### src/rtl/pwm_line_feeder.sv
// pwm_line_feeder: buffers an upstream byte stream and replays it to the
// 8-channel PWM stage one full line at a time. A line is a start pulse with
// byte 0 followed by the remaining bytes on back-to-back cycles. After each
// line there is a programmable quiet gap so the PWM can finish its window.
module pwm_line_feeder #(
   parameter int STAGE  = 8,
   parameter int DWIDTH = 8,
   parameter int DEPTH  = 16,
   parameter int GAP    = 8
) (
   input  logic                     clkfordata,
   input  logic                     rst,
   input  logic                     in_valid,
   input  logic [DWIDTH-1:0]        in_data,
   output logic                     in_ready,
   output logic                     start,
   output logic [DWIDTH-1:0]        data,
   output logic                     busy,
   output logic [$clog2(DEPTH):0]   level,
   output logic                     drop,
   output logic [15:0]              lines
);

   localparam int PW = $clog2(DEPTH);
   localparam int LW = PW + 1;
   localparam int KW = $clog2(STAGE) + 1;
   localparam int GW = $clog2(GAP) + 1;

   localparam logic [LW-1:0] STAGE_LVL = LW'(STAGE);
   localparam logic [LW-1:0] DEPTH_LVL = LW'(DEPTH);
   localparam logic [KW-1:0] STAGE_K   = KW'(STAGE);
   localparam logic [GW-1:0] GAP_LOAD  = GW'(GAP - 1);

   typedef enum logic [1:0] {
      IDLE = 2'd0,
      SEND = 2'd1,
      HOLD = 2'd2
   } state_t;

   state_t            state;
   state_t            next_state;

   logic [DWIDTH-1:0] mem [DEPTH];
   logic [PW-1:0]     wr_ptr;
   logic [PW-1:0]     rd_ptr;
   logic [KW-1:0]     byte_idx;
   logic [GW-1:0]     gap_cnt;

   logic              push;
   logic              pop;
   logic              launch;
   logic              line_done;
   logic [DWIDTH-1:0] data_next;

   assign in_ready = (level < DEPTH_LVL);
   assign push     = in_valid && in_ready;

   // State register; busy is registered from the same next-state decision.
   always_ff @(posedge clkfordata) begin
      if (rst) begin
         state <= IDLE;
         busy  <= 1'b0;
      end else begin
         state <= next_state;
         busy  <= (next_state != IDLE);
      end
   end

   // Next-state: a line starts only when a whole line is buffered, and the
   // last gap cycle may chain straight into the next line.
   always_comb begin
      next_state = state;
      case (state)
         IDLE: begin
            if (level >= STAGE_LVL) begin
               next_state = SEND;
            end
         end
         SEND: begin
            if (byte_idx == STAGE_K) begin
               next_state = HOLD;
            end
         end
         HOLD: begin
            if (gap_cnt == '0) begin
               if (level >= STAGE_LVL) begin
                  next_state = SEND;
               end else begin
                  next_state = IDLE;
               end
            end
         end
         default: next_state = IDLE;
      endcase
   end

   // Output decode: which edges launch a line, pop a byte, or close a line.
   always_comb begin
      launch    = (state != SEND) && (next_state == SEND);
      line_done = (state == SEND) && (next_state == HOLD);
      pop       = launch || ((state == SEND) && (byte_idx != STAGE_K));
      data_next = pop ? mem[rd_ptr] : '0;
   end

   // Registered PWM load interface plus the per-line byte index, gap timer
   // and line counter.
   always_ff @(posedge clkfordata) begin
      if (rst) begin
         start    <= 1'b0;
         data     <= '0;
         byte_idx <= '0;
         gap_cnt  <= '0;
         lines    <= '0;
      end else begin
         start <= launch;
         data  <= data_next;
         if (launch) begin
            byte_idx <= KW'(1);
         end else if (pop) begin
            byte_idx <= byte_idx + KW'(1);
         end
         if (line_done) begin
            gap_cnt <= GAP_LOAD;
            lines   <= lines + 16'd1;
         end else if ((state == HOLD) && (gap_cnt != '0)) begin
            gap_cnt <= gap_cnt - GW'(1);
         end
      end
   end

   // FIFO bookkeeping: pointers wrap naturally, occupancy tracks push/pop,
   // and any byte offered while full is discarded and flagged for good.
   always_ff @(posedge clkfordata) begin
      if (rst) begin
         wr_ptr <= '0;
         rd_ptr <= '0;
         level  <= '0;
         drop   <= 1'b0;
      end else begin
         if (push) begin
            wr_ptr <= wr_ptr + PW'(1);
         end
         if (pop) begin
            rd_ptr <= rd_ptr + PW'(1);
         end
         case ({push, pop})
            2'b10:   level <= level + LW'(1);
            2'b01:   level <= level - LW'(1);
            default: level <= level;
         endcase
         if (in_valid && !in_ready) begin
            drop <= 1'b1;
         end
      end
   end

   // FIFO storage; contents need no reset because occupancy gates every read.
   always_ff @(posedge clkfordata) begin
      if (push) begin
         mem[wr_ptr] <= in_data;
      end
   end

endmodule

### config.mk
export PLATFORM = sky130hd
export DESIGN_NAME = pwm_line_feeder
export DESIGN_NICKNAME = d
export VERILOG_FILES = /design/src/rtl/pwm_line_feeder.sv
export SDC_FILE = /design/constraint.sdc
export NUM_CORES = 1
export LEC_CHECK = 0
export ABC_CLOCK_PERIOD_IN_PS = 3500
export BUFFER_PORTS_ARGS = -buffer_cell sky130_fd_sc_hd__buf_2
export CAP_MARGIN = 10
export CORE_ASPECT_RATIO = 0.75
export CORE_MARGIN = 2
export CORE_UTILIZATION = 38
export CTS_CLUSTER_SIZE = 8
export DETAILED_ROUTE_END_ITERATION = 7
export GPL_TIMING_DRIVEN = 0
export PLACE_DENSITY = 0.65
export SLEW_MARGIN = 20
export SYNTH_ARGS = -nofsm -noshare
export SYNTH_HDL_FRONTEND = slang
export SYNTH_SLANG_ARGS = --single-unit
### constraint.sdc
create_clock -name clkfordata -period 3.5 [get_ports clkfordata]
set_input_delay 0.175 -clock clkfordata [delete_from_list [all_inputs] [get_ports clkfordata]]
set_output_delay 0.175 -clock clkfordata [all_outputs]
set_load 0.01 [all_outputs]
==> metrics.yaml <==
syn_avg_cell_area_um2: 16.09
clkPwrFrac_pct: 37.9
p_sw_share_pct: 24.40
yosys_most_used_dff: "edfxtp_1"
synth_area_leaders: "edfxtp_1, dfxtp_1, mux4_1, mux4_2, nor2_1"
min_from: "rst"
drt_wl_total_mm: 14.58
area_growth_pct: 16.09
timing.fmax_ghz: 0.3115
r2r_end: "level[4]"
setup_viol: 0
diodes: 0
worstReg2RegStart: "gap_cnt[0]"
drtIter0Drc: 428
synth_cells: 450
crit_fanout: 9
grt_max_degree: 17
synth_edf_count: 128
core_um2: 18560
min_period_over_period_pct: 91.73
globalplace.congestion: 0.7990
synth_area_um2: 7241
h-tree-depth: 4
status: "completed"
worstSetupPathType: "flop to flop"
via_per_inst: 5.212
clkSinkCount: 178
required_ns: 3.81
yosysTopAreaCell: "edfxtp_1"
fin_skew_ns: 0.007121
drive_gt1_share_pct: 22.18
ir_drop_mv: 0.2652
portBuffers: 42
root_buffer: "clkbuf_16"
synth_seq_cells: 178
synth_cell_type_count: 48
worstMarginPinSlew_ns: 0.8488
endpoint_kind: "flop"
die_area_um2: 20190
slowest_stage: "or3b_1"
detailedRoute.firstPassIterationCount: 4
rows: 43
dp_hpwl_mm: 9.772
ys_warn_count: 0
fin_area_um2: 8406
fp.dieW_um: 163.4
synth-seq-area-share_pct: 66.91
reg2regPathDepth: 13
pwr-share-seq_pct: 48.0
hold_viol: 0
cts_tree: "done"
cts_buffers: 17
antenna_found_initial: 1
p_sw_mw: 1.229
synthArstFlopShare_pct: 0
io_pins: 44
wl_per_cell_um: 18.94
die_height_um: 123.5
drv_cap: 0
hold_end: "state[0]"
combPwrFrac_pct: 14.1
p_total_mw: 5.038
startpoint_type: "flop"
crit_chain: "inv_1 -> ha_1 -> or3b_1 -> a211oi_2 -> nor2_1 -> inv_2 -> ha_2 -> ha_1 -> nor4bb_4 -> a221oi_2 -> nor2_1 -> a31oi_1 -> nand3_1"
internal_power_mw: 3.808
initial_core_util_pct: 39.01
via_count: 4013
grt_usage_pct: 15.36
cp.arrival_ns: 3.53
rsz0062_at_grt: "no"
max_stage_delay_ns: 0.43
r2r_setup_slack_ns: 0.29
synth_nets: 473
power_leakage_nw: 2.902
grt_pass1_vias: 3841
grt_overflow: 0
cts.clk_slew.worst_paths_ns: 0.07
finalCriticalPeriod_ns: 3.211
netlist.area_leader.share_pct: 53.08
drv_slew: 0
ant_nets: 0
p_per_area_nw_per_um2: 599.3
fin_nets: 534
grt_pass1_wl_mm: 22.05
drc: 0
slew_headroom_pct: 43.20
hold_path_class: "input pin to flop"
place_area_um2: 7780
clk-insertion-delay-late_ns: 0.43
clockBufferDepth: 2
holdPathStages: 2
## worst max-delay path by stage
| stage | from | to | depth (start not counted) |
|---|---|---|---|
| after floorplan | gap_cnt[0] | level[4] | 13 |
| after global placement | gap_cnt[0] | level[4] | 13 |
| after detailed placement | gap_cnt[0] | level[4] | 13 |
| after CTS | gap_cnt[0] | level[4] | 13 |
| after global routing | gap_cnt[0] | level[4] | 13 |
| final | gap_cnt[0] | level[4] | 13 |
## area by class of cell
class                           count  area [um2]
Fill cell                        1567       10160
Sequential cell                   178        4845
Multi-Input combinational cell    242        2263
Clock buffer                       18       429.2
Tap cell                          247       309.0
Timing Repair Buffer               43       220.2
Clock inverter                     13       161.4
Buffer                             19       140.1
Inverter                           10       37.54
## through the flow
stage	setup TNS (ns)	utilization, %	setup slack [ns]	std cells	hold slack [ns]
2_1_floorplan	0	-	0.5252	450	0.2739
4_1_cts	0	45.21	0.03055	771	0.01242
6_report	0	45.28	0.2895	770	0.02073
5_1_grt	0	45.28	0.02636	770	0.01663
3_5_place_dp	-0.006879	41.91	-0.006879	739	0.4454
3_3_place_gp	0	41.81	0.009149	739	0.4436
## power groups by stage
stage,Sequential (mW),Combinational [mW],Clock (mW)
finish,2.42,0.713,1.91
global route,2.43,0.781,2.03
CTS,2.42,0.704,1.93
detailed placement,2.46,0.696,0
global placement,2.45,0.680,0
floorplan,2.48,0.453,0
## repair_timing
| item | in CTS | in global routing |
|---|---|---|
| hold buffers | 1 | 0 |
| hold endpoints to repair | 1 | 0 |
| setup buffers | 0 | 0 |
| pin swaps | 0 | 1 |
| endpoints found under the setup margin | 1 | 2 |
| gates resized for setup | 2 | 4 |
## layer usage
metal  up-vias  track usage (%)  part of all wire (%)
met2       107            22.44                    45
met4         0            5.033                   1.3
met3        12            3.623                   5.6
li1       1850                -                     -
met5         -                0                     0
met1      2044            22.69                    48
## state kept, by name, summed over array words and instances (netlist names)
register and count:
start 1, rd_ptr 4, gap_cnt 4, data 8, byte_idx 4, mem 128, level 5, drop 1
state 2, lines 16, busy 1, wr_ptr 4
## cell usage in the layout, fill, tap and decap left out, types with 4 or more instances in the layout
master     netlist  routed
and2_1           9       9
nand3b_1         4       4
edfxtp_1       128     128
mux4_2          21      21
ha_1            12      11
clkbuf_16        0      17
inv_1           10       9
nand3_1          7       7
mux4_1          19      19
buf_6            4       4
clkbuf_1         9       9
a21oi_1         17      17
nand2_1         24      24
nor2_1          47      47
buf_2            3      45
o21ai_0          4       4
dfxtp_1         50      50
nor3_1           9       5
xnor2_1         11      11
nor3_2           1       5
xor2_1          16      16
nand2b_1         4       4
nand4_1          5       5
## Yosys cell counts (all sizes together), types with 7 or more instances
master	instances
edfxtp	128
dfxtp	50
xnor2	11
clkbuf	9
buf	11
xor2	16
a21oi	17
ha	12
nand3	7
nand2	24
nor2	48
mux4	40
nor3	10
and2	9
inv	10
## cells by family after synthesis
group	after synthesis	share of synthesized area (%)
compound gates	32	2.661
xor+xnor	27	3.266
fa+ha+maj	12	2.074
buf+inv	30	2.505
flops	178	66.91
mux	42	13.70
simple gates	129	8.882
## critical path, delay by kind of cell, from the launching register on
kind	cells	cell delay [ns]
and+or+nand+nor	5	0.98
adders and majority gates	3	0.78
DFF	1	0.31
buffers and inverters	2	0.26
AOI/OAI and AO/OA	3	0.76
(Power assumes the default switching activity.)
